<file path="config.mk">
export PLATFORM = sky130hd
export DESIGN_NAME = stack_datapath_p_flat
export DESIGN_NICKNAME = d
export VERILOG_FILES = /design/src/rtl/stack_datapath_p_if.sv /design/src/rtl/stack_datapath_p.sv /design/src/flat_wrapper.sv
export SDC_FILE = /design/constraint.sdc
export NUM_CORES = 1
export LEC_CHECK = 0
export CELL_PAD_IN_SITES_DETAIL_PLACEMENT = 0
export CELL_PAD_IN_SITES_GLOBAL_PLACEMENT = 1
export CORE_ASPECT_RATIO = 1.2
export CORE_MARGIN = 8
export CORE_UTILIZATION = 35
export DETAILED_ROUTE_END_ITERATION = 10
export PLACE_DENSITY = 0.73
export SLEW_MARGIN = 10
export SYNTH_ARGS = -nofsm -noshare
export SYNTH_HDL_FRONTEND = slang
export SYNTH_SLANG_ARGS = --single-unit
</file>
<file path="constraint.sdc">
create_clock -name clk -period 15.59 [get_ports clk]
set_input_delay 3.118 -clock clk [delete_from_list [all_inputs] [get_ports clk]]
set_output_delay 3.118 -clock clk [all_outputs]
set_load 0.03 [all_outputs]
</file>
<file path="src/rtl/stack_datapath_p_if.sv">
// Memory bus between the stack datapath and its memory.
//   mem_req   : request, held high until ack or timeout (master -> slave)
//   mem_we    : 1 = write request (master -> slave)
//   mem_addr  : address, taken from MAR (master -> slave)
//   mem_wdata : write data, taken from MDR (master -> slave)
//   mem_rdata : read data, valid together with mem_ack (slave -> master)
//   mem_ack   : transaction completion (slave -> master)
interface stack_datapath_p_if #(
  parameter int unsigned DW = 16
) ();
  logic          mem_req;
  logic          mem_we;
  logic [DW-1:0] mem_addr;
  logic [DW-1:0] mem_wdata;
  logic [DW-1:0] mem_rdata;
  logic          mem_ack;

  modport master (
    output mem_req, mem_we, mem_addr, mem_wdata,
    input  mem_rdata, mem_ack
  );

  modport slave (
    input  mem_req, mem_we, mem_addr, mem_wdata,
    output mem_rdata, mem_ack
  );
endinterface

</file>
<file path="src/rtl/stack_datapath_p.sv">
// Multi-cycle datapath for the stack CPU: PC, SP, MAR, MDR, IR, T, flags and a GPR bank around
// an OR-ed X bus, a T-driven Y operand and an ALU Z bus. Owns a req/ack memory handshake FSM with
// timeout; while a transaction is in flight busy is high and all load enables are ignored.
// Ports:
//   clk, reset          : clock, synchronous active-high reset
//   ld[8:0]             : load enables 0 R,1 PC,2 SP,3 F,4 T,5 MAR,6 MDR (7,8 reserved)
//   tr[5:0]             : X-bus drivers 0 R,1 PC,2 SP,3 MAR,4 MDR,5 label
//   alop[2:0]           : ALU operation
//   mem_rd, mem_wr      : start a read / write (sampled only when idle)
//   rd_to_ir            : read data goes to IR instead of MDR
//   mem                 : memory bus (master side)
//   busy                : transaction in flight
//   instr               : IR contents
//   status              : flags[instr[14:13]] ^ instr[12]
//   sp_fault, mem_err   : sticky error flags
module stack_datapath_p #(
  parameter int unsigned   DW       = 16,
  parameter int unsigned   NREG     = 8,
  parameter int unsigned   LW       = 12,
  parameter logic [DW-1:0] SP_RESET = 'hFFFF,
  parameter logic [DW-1:0] SP_BASE  = 'hFFFF,
  parameter logic [DW-1:0] SP_LIMIT = 'hF000,
  parameter int unsigned   TIMEOUT  = 15
) (
  input  logic                      clk,
  input  logic                      reset,
  input  logic [8:0]                ld,
  input  logic [5:0]                tr,
  input  logic [2:0]                alop,
  input  logic                      mem_rd,
  input  logic                      mem_wr,
  input  logic                      rd_to_ir,
  stack_datapath_p_if.master        mem,
  output logic                      busy,
  output logic [DW-1:0]             instr,
  output logic                      status,
  output logic                      sp_fault,
  output logic                      mem_err
);

  localparam int unsigned IW = $clog2(NREG);
  localparam int unsigned CW = $clog2(TIMEOUT + 1);

  typedef enum logic [0:0] {StIdle, StReq} state_e;

  state_e          state_q, state_d;
  logic [CW-1:0]   cnt_q, cnt_d;
  logic            we_q, we_d;
  logic            to_ir_q, to_ir_d;
  logic            rd_done, timeout;

  logic [DW-1:0]   pc_q, sp_q, mar_q, mdr_q, ir_q, t_q;
  logic [3:0]      flags_q, flags_d;
  logic [DW-1:0]   gpr_q [NREG];
  logic            sp_fault_q, mem_err_q;

  logic [IW-1:0]   idx;
  logic [DW-1:0]   label, x, y, z;
  logic [DW:0]     sum, dif, inc;
  logic            c, v, sp_ok;
  logic [6:0]      ld_en;
  logic            unused_ld;

  assign unused_ld = ^ld[8:7];

  assign idx   = ir_q[4 +: IW];
  assign label = {{(DW-LW){ir_q[LW-1]}}, ir_q[LW-1:0]};
  assign y     = t_q;
  assign busy  = (state_q == StReq);
  // Everything except FSM-owned MDR/IR is frozen while a transaction runs.
  assign ld_en = busy ? 7'd0 : ld[6:0];

  // X bus: OR of every enabled source.
  always_comb begin
    x = '0;
    if (tr[0]) x = x | gpr_q[idx];
    if (tr[1]) x = x | pc_q;
    if (tr[2]) x = x | sp_q;
    if (tr[3]) x = x | mar_q;
    if (tr[4]) x = x | mdr_q;
    if (tr[5]) x = x | label;
  end

  // ALU. C on subtract means "no borrow", i.e. Y >= X unsigned.
  always_comb begin
    sum = {1'b0, x} + {1'b0, y};
    dif = {1'b0, y} - {1'b0, x};
    inc = {1'b0, x} + {{DW{1'b0}}, 1'b1};
    z   = '0;
    c   = 1'b0;
    v   = 1'b0;
    case (alop)
      3'd0: begin
        z = sum[DW-1:0];
        c = sum[DW];
        v = (x[DW-1] == y[DW-1]) && (z[DW-1] != x[DW-1]);
      end
      3'd1: begin
        z = dif[DW-1:0];
        c = ~dif[DW];
        v = (y[DW-1] != x[DW-1]) && (z[DW-1] != y[DW-1]);
      end
      3'd2: z = x & y;
      3'd3: z = x | y;
      3'd4: z = x ^ y;
      3'd5: z = ~x;
      3'd6: z = x;
      default: begin
        z = inc[DW-1:0];
        c = inc[DW];
        v = ~x[DW-1] & z[DW-1];
      end
    endcase
    flags_d = {v, c, z[DW-1], (z == '0)};
  end

  assign sp_ok = (z >= SP_LIMIT) && (z <= SP_BASE);

  // Memory handshake FSM next state.
  always_comb begin
    state_d = state_q;
    cnt_d   = cnt_q;
    we_d    = we_q;
    to_ir_d = to_ir_q;
    rd_done = 1'b0;
    timeout = 1'b0;
    unique case (state_q)
      StIdle: begin
        if (mem_rd || mem_wr) begin
          state_d = StReq;
          cnt_d   = '0;
          we_d    = mem_wr;
          to_ir_d = rd_to_ir & ~mem_wr;
        end
      end
      StReq: begin
        if (mem.mem_ack) begin
          state_d = StIdle;
          rd_done = ~we_q;
        end else if (cnt_q == CW'(TIMEOUT)) begin
          state_d = StIdle;
          timeout = 1'b1;
        end else begin
          cnt_d = cnt_q + 1'b1;
        end
      end
    endcase
  end

  always_ff @(posedge clk) begin
    if (reset) begin
      state_q    <= StIdle;
      cnt_q      <= '0;
      we_q       <= 1'b0;
      to_ir_q    <= 1'b0;
      pc_q       <= '0;
      sp_q       <= SP_RESET;
      mar_q      <= '0;
      mdr_q      <= '0;
      ir_q       <= '0;
      t_q        <= '0;
      flags_q    <= '0;
      sp_fault_q <= 1'b0;
      mem_err_q  <= 1'b0;
      for (int i = 0; i < NREG; i++) gpr_q[i] <= '0;
    end else begin
      state_q <= state_d;
      cnt_q   <= cnt_d;
      we_q    <= we_d;
      to_ir_q <= to_ir_d;
      if (ld_en[0]) gpr_q[idx] <= z;
      if (ld_en[1]) pc_q <= z;
      if (ld_en[2]) begin
        if (sp_ok) sp_q <= z;
        else       sp_fault_q <= 1'b1;
      end
      if (ld_en[3]) flags_q <= flags_d;
      if (ld_en[4]) t_q <= x;
      if (ld_en[5]) mar_q <= z;
      if (rd_done && !to_ir_q) mdr_q <= mem.mem_rdata;
      else if (ld_en[6])       mdr_q <= z;
      if (rd_done && to_ir_q) ir_q <= mem.mem_rdata;
      if (timeout) mem_err_q <= 1'b1;
    end
  end

  assign mem.mem_req   = busy;
  assign mem.mem_we    = busy & we_q;
  assign mem.mem_addr  = mar_q;
  assign mem.mem_wdata = mdr_q;
  assign instr         = ir_q;
  assign status        = flags_q[ir_q[14:13]] ^ ir_q[12];
  assign sp_fault      = sp_fault_q;
  assign mem_err       = mem_err_q;

endmodule

</file>
<file path="src/flat_wrapper.sv">
// flat-port wrapper written by rule: the top's interface ports become plain ports
module stack_datapath_p_flat 
#(
  parameter int unsigned   DW       = 16,
  parameter int unsigned   NREG     = 8,
  parameter int unsigned   LW       = 12,
  parameter logic [DW-1:0] SP_RESET = 'hFFFF,
  parameter logic [DW-1:0] SP_BASE  = 'hFFFF,
  parameter logic [DW-1:0] SP_LIMIT = 'hF000,
  parameter int unsigned   TIMEOUT  = 15
)
  (clk, reset, ld, tr, alop, mem_rd, mem_wr, rd_to_ir, busy, instr, status, sp_fault, mem_err, mem_mem_req, mem_mem_we, mem_mem_addr, mem_mem_wdata, mem_mem_rdata, mem_mem_ack);
  stack_datapath_p_if #(.DW(DW)) mem_i ();
  input  logic clk;
  input  logic reset;
  input  logic [8:0] ld;
  input  logic [5:0] tr;
  input  logic [2:0] alop;
  input  logic mem_rd;
  input  logic mem_wr;
  input  logic rd_to_ir;
  output logic busy;
  output logic [DW-1:0] instr;
  output logic status;
  output logic sp_fault;
  output logic mem_err;
  output wire logic [$bits(mem_i.mem_req)-1:0] mem_mem_req;
  output wire logic [$bits(mem_i.mem_we)-1:0] mem_mem_we;
  output wire logic [$bits(mem_i.mem_addr)-1:0] mem_mem_addr;
  output wire logic [$bits(mem_i.mem_wdata)-1:0] mem_mem_wdata;
  input wire logic [$bits(mem_i.mem_rdata)-1:0] mem_mem_rdata;
  input wire logic [$bits(mem_i.mem_ack)-1:0] mem_mem_ack;
  assign mem_mem_req = mem_i.mem_req;
  assign mem_mem_we = mem_i.mem_we;
  assign mem_mem_addr = mem_i.mem_addr;
  assign mem_mem_wdata = mem_i.mem_wdata;
  assign mem_i.mem_rdata = mem_mem_rdata;
  assign mem_i.mem_ack = mem_mem_ack;
  stack_datapath_p #(.DW(DW), .NREG(NREG), .LW(LW), .SP_RESET(SP_RESET), .SP_BASE(SP_BASE), .SP_LIMIT(SP_LIMIT), .TIMEOUT(TIMEOUT)) u_core (.clk(clk), .reset(reset), .ld(ld), .tr(tr), .alop(alop), .mem_rd(mem_rd), .mem_wr(mem_wr), .rd_to_ir(rd_to_ir), .mem(mem_i), .busy(busy), .instr(instr), .status(status), .sp_fault(sp_fault), .mem_err(mem_err));
endmodule
</file>
==> results of run 1 <==
[layer usage]
metal / vias to the layer above / wire, um / GRT usage / share of wire
li1: 5388 / - / - / -
met1: 5800 / 18670 / 0.2426 / 0.40
met2: 416 / 23320 / 0.3443 / 0.50
met3: 87 / 2661 / 0.02457 / 0.057
met4: 0 / 1928 / 0.08252 / 0.041
met5: - / 0 / 0 / 0
[flip-flops by register name, summed over array words and instances, names as in the netlist, named ones only]
signal and count:
u_core.busy 1, u_core.cnt_q 4, u_core.flags_q 4, u_core.gpr_q 128, u_core.instr 16, u_core.mem.mem_addr 16
u_core.mem.mem_wdata 16, u_core.mem_err 1, u_core.pc_q 16, u_core.sp_fault 1, u_core.sp_q 16, u_core.t_q 16
u_core.to_ir_q 1, u_core.we_q 1
[final timing paths]
kind         slack, ps         endpoint  depth (start not counted)
max               6550   u_core.sp_q[6]                         18
min                450  u_core.sp_fault                          2
max reg2reg       9010   u_core.sp_q[6]                         17
min reg2reg        450  u_core.sp_fault                          2
[area by class of cell]
cell class / instances / area, um^2
fillers: 3767 / 22800
multi-input cells: 1041 / 6903
flip-flops and latches: 240 / 6087
repair buffers: 115 / 1089
clock buffers: 29 / 683.2
well taps: 526 / 658.1
inverters: 60 / 225.2
clock inverters: 17 / 198.9
[cell families (layout without fill, tap and decap cells)]
| logic type | Yosys count | after routing |
|---|---|---|
| AND/OR/NAND/NOR | 534 | 534 |
| AO/OA/AOI/OAI | 374 | 374 |
| flip-flops | 240 | 240 |
| buffers and inverters | 174 | 221 |
| adder cells (fa/ha/maj) | 59 | 59 |
| multiplexers | 57 | 57 |
| XOR/XNOR | 17 | 17 |
[per-stage QoR]
stage	instance area [um^2]	worst slack [ps]	hold slack [ps]
after floorplan	13680	8382	415.4
after global placement	14960	6069	426.7
after detailed placement	14960	5989	435.7
after CTS	15840	6544	450.8
after global routing	15840	6147	464.5
final	15840	6548	448.1
[where the power goes]
part	switching, uW	internal [uW]
clock	266	382
combinational	314	156
sequential	23.4	700
total	603	1240
[cells in the mapped netlist (25+ instances only)]
| master | count | area share |
|---|---|---|
| o21ai_0 | 39 | 0.014 |
| a21oi_1 | 76 | 0.028 |
| clkbuf_1 | 90 | 0.025 |
| nor2_1 | 289 | 0.079 |
| ha_1 | 57 | 0.052 |
| inv_1 | 60 | 0.016 |
| nand2_1 | 111 | 0.030 |
| a211oi_1 | 57 | 0.031 |
| mux2i_1 | 28 | 0.020 |
| a22oi_1 | 25 | 0.014 |
| dfxtp_1 | 112 | 0.16 |
| edfxtp_1 | 128 | 0.28 |
[worst reg2reg max path: stages, from the launching register on]
cell	delay, ps
dfxtp_2	310
buf_4	530
mux2_2	480
o2111ai_1	640
nand2_1	350
inv_1	200
ha_1	360
or4_1	580
or3_1	340
a31oi_1	370
nor3_1	120
xnor2_1	150
nor2_1	180
nor4_4	50
buf_4	220
or3b_4	520
nor3_2	820
a31oi_1	180
==> flow_summary.toml, run 1 <==
[status]
status = "finished, final reports clean"

[clocking]
tritoncts = "yes"
cts_resized = 0
post-cts-setup-buffer-count = 0
clkSinkCount = 240
htreeDepth = 1
cts.root.buffer_cell = "clkbuf_16"
clk-insertion-delay-late_ps = 540
numCtsBuffers = 26
cts.reportedPaths.clkPinSlew_ps = 60
cts-root-to-sink-buffers = 3
cts_hold_buf = 0

[floorplan]
dieHeight_um = 232.6
fp.dieArea_mm2 = 0.04570
top_level_ports = 94
initial_core_util = 0.3540
rows = 79
floorplan.die.width_um = 196.5
core-area_mm2 = 0.03865

[timing]
timing.final.hold_violations = 0
clock_skew_ps = 8.530
timing.final.crit_period_ps = 9042
fin_crit_sh = 0.5800
fin_tns_setup_ps = 0
tightestPinTransition_ps = 1153
finalMaxSlewViolations = 0
max_freq_mhz = 110.6
count_of_endpoints_failing_setup_in_the_final_report = 0
worst_slew_margin_rel = 0.2277
rsz0062_at_grt = "false"

[finish]
commonest_cells_after_routing_fill_and_taps_aside = "nor2_1, edfxtp_1, nand2_1, dfxtp_1, clkdlybuf4s50_1"
finalNetCount = 1583
n_antenna_cell = 0
syn2layout_area_growth_pct = 15.81
layout_commonest_cell = "nor2_1"
drive_gt1_frac = 0.08788
layout_cells_excl_fill = 2028
finalCoreUtilization = 0.4100

[synthesis]
post_synth_xor_area_fraction = 0.01088
async_reset_ff_frac = 0
synth-edff-count = 128
synth_compound_area_frac = 0.2016
ys_seq_elements = 240
synth-seq-area-share = 0.4449
synth.cell_area_mm2 = 0.01368
postSynthNetCount = 1554
adder_cell_fraction_of_synth_area = 0.05506
synth_cells = 1455
synth.mux.area_fraction = 0.06000
synth_top_flop_cell = "edfxtp_1"
post_synth_and_or_nand_nor_area_fraction = 0.1727
synth_warnings = 0
synthDistinctLibCells = 90
main_combinational_cell_family_by_area_after_synthesis = "compound AO/OA/AOI/OAI gates"
synth.avg_cell_area_um2 = 9.402

[power_and_ir_drop]
ir_worst_vdd_v = 0.00007856
power-per-cell-area_mw_per_mm2 = 116.2
cellLeakagePower_uw = 0.005750
sum_of_internal_switching_and_leakage_power_uw = 1842

[global_routing]
grt_start_max_net_pins = 65
grt_pass1_wl_um = 70040
initial_antenna_violation_count = 0
global_route.usage.total = 0.1971
grt_remaining_overflow = 0
number_of_global_route_vias_before_repair = 11270

[placed_design]
port_buffers = 91
gp_routability_congestion = 0.9148
place_hpwl_um = 31830
dp_cells = 1982

[routing]
dr.first_iter.drc_count = 1134
antenna_viol_nets_final = 0
totalWireLength_um = 46580
remaining_drc_errors = 0
num_vias = 11690
drt_first_pass_iters = 6
drt-vias-per-instance = 5.765
routedWlPerCell_um = 22.97

[setup_path]
crit_path_frequent_cell = "a31oi_1"
worstPathArrival_ps = 9420
cp_data_required_time_ps = 15970
critical-path-slowest-cell = "nor3_2"
criticalPathCategory = "input port to register"
critPathMaxStageDelay_ps = 820
startpoint_type = "input port"
timing.critical_path.cells = "clkdlybuf4s50_1, a222oi_1, nand2_1, a31oi_1, inv_1, ha_1, fa_1, a21o_1, a22o_1, o221ai_1, a21oi_1, o21a_1, nor3_1, nor4_4, buf_4, or3b_4, nor3_2, a31oi_1"
crit_buf_inv = 3
critPathLaunch = "tr[1]"
timing.critical_path.fanout_max = 16
critical-path-top-delay-family = "compound AO/OA/AOI/OAI gates"
cp-end-kind = "register"

[job]
cap_violations = 0

[min_path]
hold_class = "register to register"
min_from = "u_core.sp_fault"
(Power assumes the default switching activity.)
==> inputs of run 2 (changes only) <==
Settings changed: PLACE_DENSITY 0.73 to 0.75.
Clock period 15.59 ns to 8.1 ns, I/O delays scaled along.
==> run 2 against run 1 <==
First-iteration DRC count is 0.97% higher. Sequential share of layout area fell by 0.19 points. Global-route usage barely moved. Non-clock buffer count increased by 16. Setup slack worse by 5400 ps. Combinational power grew 95%. Clock power up 85%. Final area rose by 0.51%. Hold slack worse by 3.2 ps. Count of clock-buffer cells in the layout rose by 11. Power increased by 91%. Critical endpoint unchanged.
==> flow_summary.toml, run 2 (synthesis results as in run 1) <==
[clocking]
clk-insertion-delay-late_ps = 550
htreeDepth = 1
numCtsBuffers = 27
cts_hold_buf = 0
cts.reportedPaths.clkPinSlew_ps = 70
post-cts-setup-buffer-count = 0
clkSinkCount = 240
cts-root-to-sink-buffers = 3
tritoncts = "yes"
cts.root.buffer_cell = "clkbuf_16"
cts_resized = 0

[global_routing]
global_route.usage.met3 = 0.02602
grtUsageMet2 = 0.3435
grt_use_met1 = 0.2416
grt_remaining_overflow = 0
global_route_hottest_layer = "met2"
global_route.usage.total = 0.1973
initial_antenna_violation_count = 0
grt_pass1_wl_um = 69860
grt_start_max_net_pins = 76
number_of_global_route_vias_before_repair = 11290

[timing]
count_of_endpoints_failing_setup_in_the_final_report = 0
worst_slew_margin_rel = 0.2180
fin_crit_sh = 0.8594
clock_skew_ps = 8.764
max_freq_mhz = 143.7
rsz0062_at_grt = "false"
fin_tns_setup_ps = 0
tightestPinTransition_ps = 1168
timing.final.hold_violations = 0
timing.final.crit_period_ps = 6961
finalMaxSlewViolations = 0

[setup_path]
critical-path-slowest-cell = "nor3_2"
crit_path_frequent_cell = "a21oi_1"
worst-r2r-cell-count = 16
critical-path-top-delay-family = "simple AND/OR/NAND/NOR gates"
criticalPathCategory = "input port to register"
crit_buf_inv = 2
worst-r2r-setup-slack_ps = 1630
critPathMaxStageDelay_ps = 870
timing.critical_path.fanout_max = 15
cp_data_required_time_ps = 8490
startpoint_type = "input port"
timing.rr.end = "u_core.sp_q[6]"
timing.critical_path.cells = "clkdlybuf4s50_1, a222oi_1, and3_1, o31a_1, inv_1, ha_1, a21oi_1, or4b_2, o221ai_1, a21oi_1, o21a_1, nor3_1, nor4_4, or3b_4, nor3_2, a31oi_1"
cp-end-kind = "register"
worstPathArrival_ps = 7350

[floorplan]
dieHeight_um = 232.6
top_level_ports = 94
core-area_mm2 = 0.03865
floorplan.die.width_um = 196.5
fp.dieArea_mm2 = 0.04570
initial_core_util = 0.3540
rows = 79

[routing]
routedWlPerCell_um = 22.71
num_vias = 11630
antenna_viol_nets_final = 0
drt_first_pass_iters = 5
totalWireLength_um = 46490
remaining_drc_errors = 0
dr.first_iter.drc_count = 1145
drt-vias-per-instance = 5.681

[finish]
drive_gt1_frac = 0.09467
max_flop_register = "u_core.gpr_q"
syn2layout_area_growth_pct = 16.40
finalCoreUtilization = 0.4120
finalNetCount = 1600
commonest_cells_after_routing_fill_and_taps_aside = "nor2_1, edfxtp_1, nand2_1, dfxtp_1, clkdlybuf4s50_1"
n_antenna_cell = 0
largest_register_ffs = 128
layout_commonest_cell = "nor2_1"

[placed_design]
port_buffers = 91
place_hpwl_um = 32140
gp_routability_congestion = 0.8881

[min_path]
hold_class = "register to register"
min_delay_worst_endpoint = "u_core.sp_q[12]"
worstHoldPathCells = 1
min_from = "u_core.sp_q[12]"

[status]
status = "finished, final reports clean"

[power_and_ir_drop]
ir_worst_vdd_v = 0.0001689
power-per-cell-area_mw_per_mm2 = 220.5
cellLeakagePower_uw = 0.005808

[job]
cap_violations = 0
[run 2: how the worst max path moves through the flow]
stage / endpoint / cells after the start / startpoint
final: u_core.sp_q[6] / 16 / tr[4]
after CTS: u_core.sp_q[6] / 16 / tr[4]
after floorplan: u_core.sp_q[0] / 18 / tr[2]
after global routing: u_core.sp_q[6] / 16 / tr[4]
after detailed placement: u_core.sp_q[6] / 16 / tr[4]
after global placement: u_core.sp_q[5] / 16 / tr[4]
[run 2: layer usage]
layer	vias up	routed length, um
met5	-	0
met4	0	2131
met3	101	2731
met2	420	22780
met1	5688	18840
li1	5420	-
[run 2: report_power, final]
group / internal [uW] / total (uW) / switching, uW
logic: 311 / 916 / 605
clock network: 681 / 1200 / 516
registers: 1350 / 1400 / 50.3
[run 2: cell type report]
type,count,area [um^2]
Fill cell,3798,22720
Multi-Input combinational cell,1041,6897
Tap cell,526,658.1
Sequential cell,240,6087
Inverter,60,225.2
Timing Repair Buffer,131,1209
Clock buffer,40,754.5
Clock inverter,9,93.84
[run 2: per-stage QoR]
step                      worst slack, ps  instance area, um^2  instances  hold WS [ps]  power, uW
after CTS                            1256                15920       2047         446.8       3518
after global placement              768.5                15080       1998         428.4       2319
after global routing                804.3                15920       2047         465.6       3650
after floorplan                      2390                13680       1455         415.4       1988
after detailed placement            663.8                15080       1998         432.0       2326
final                                1139                15920       2047         444.9       3511
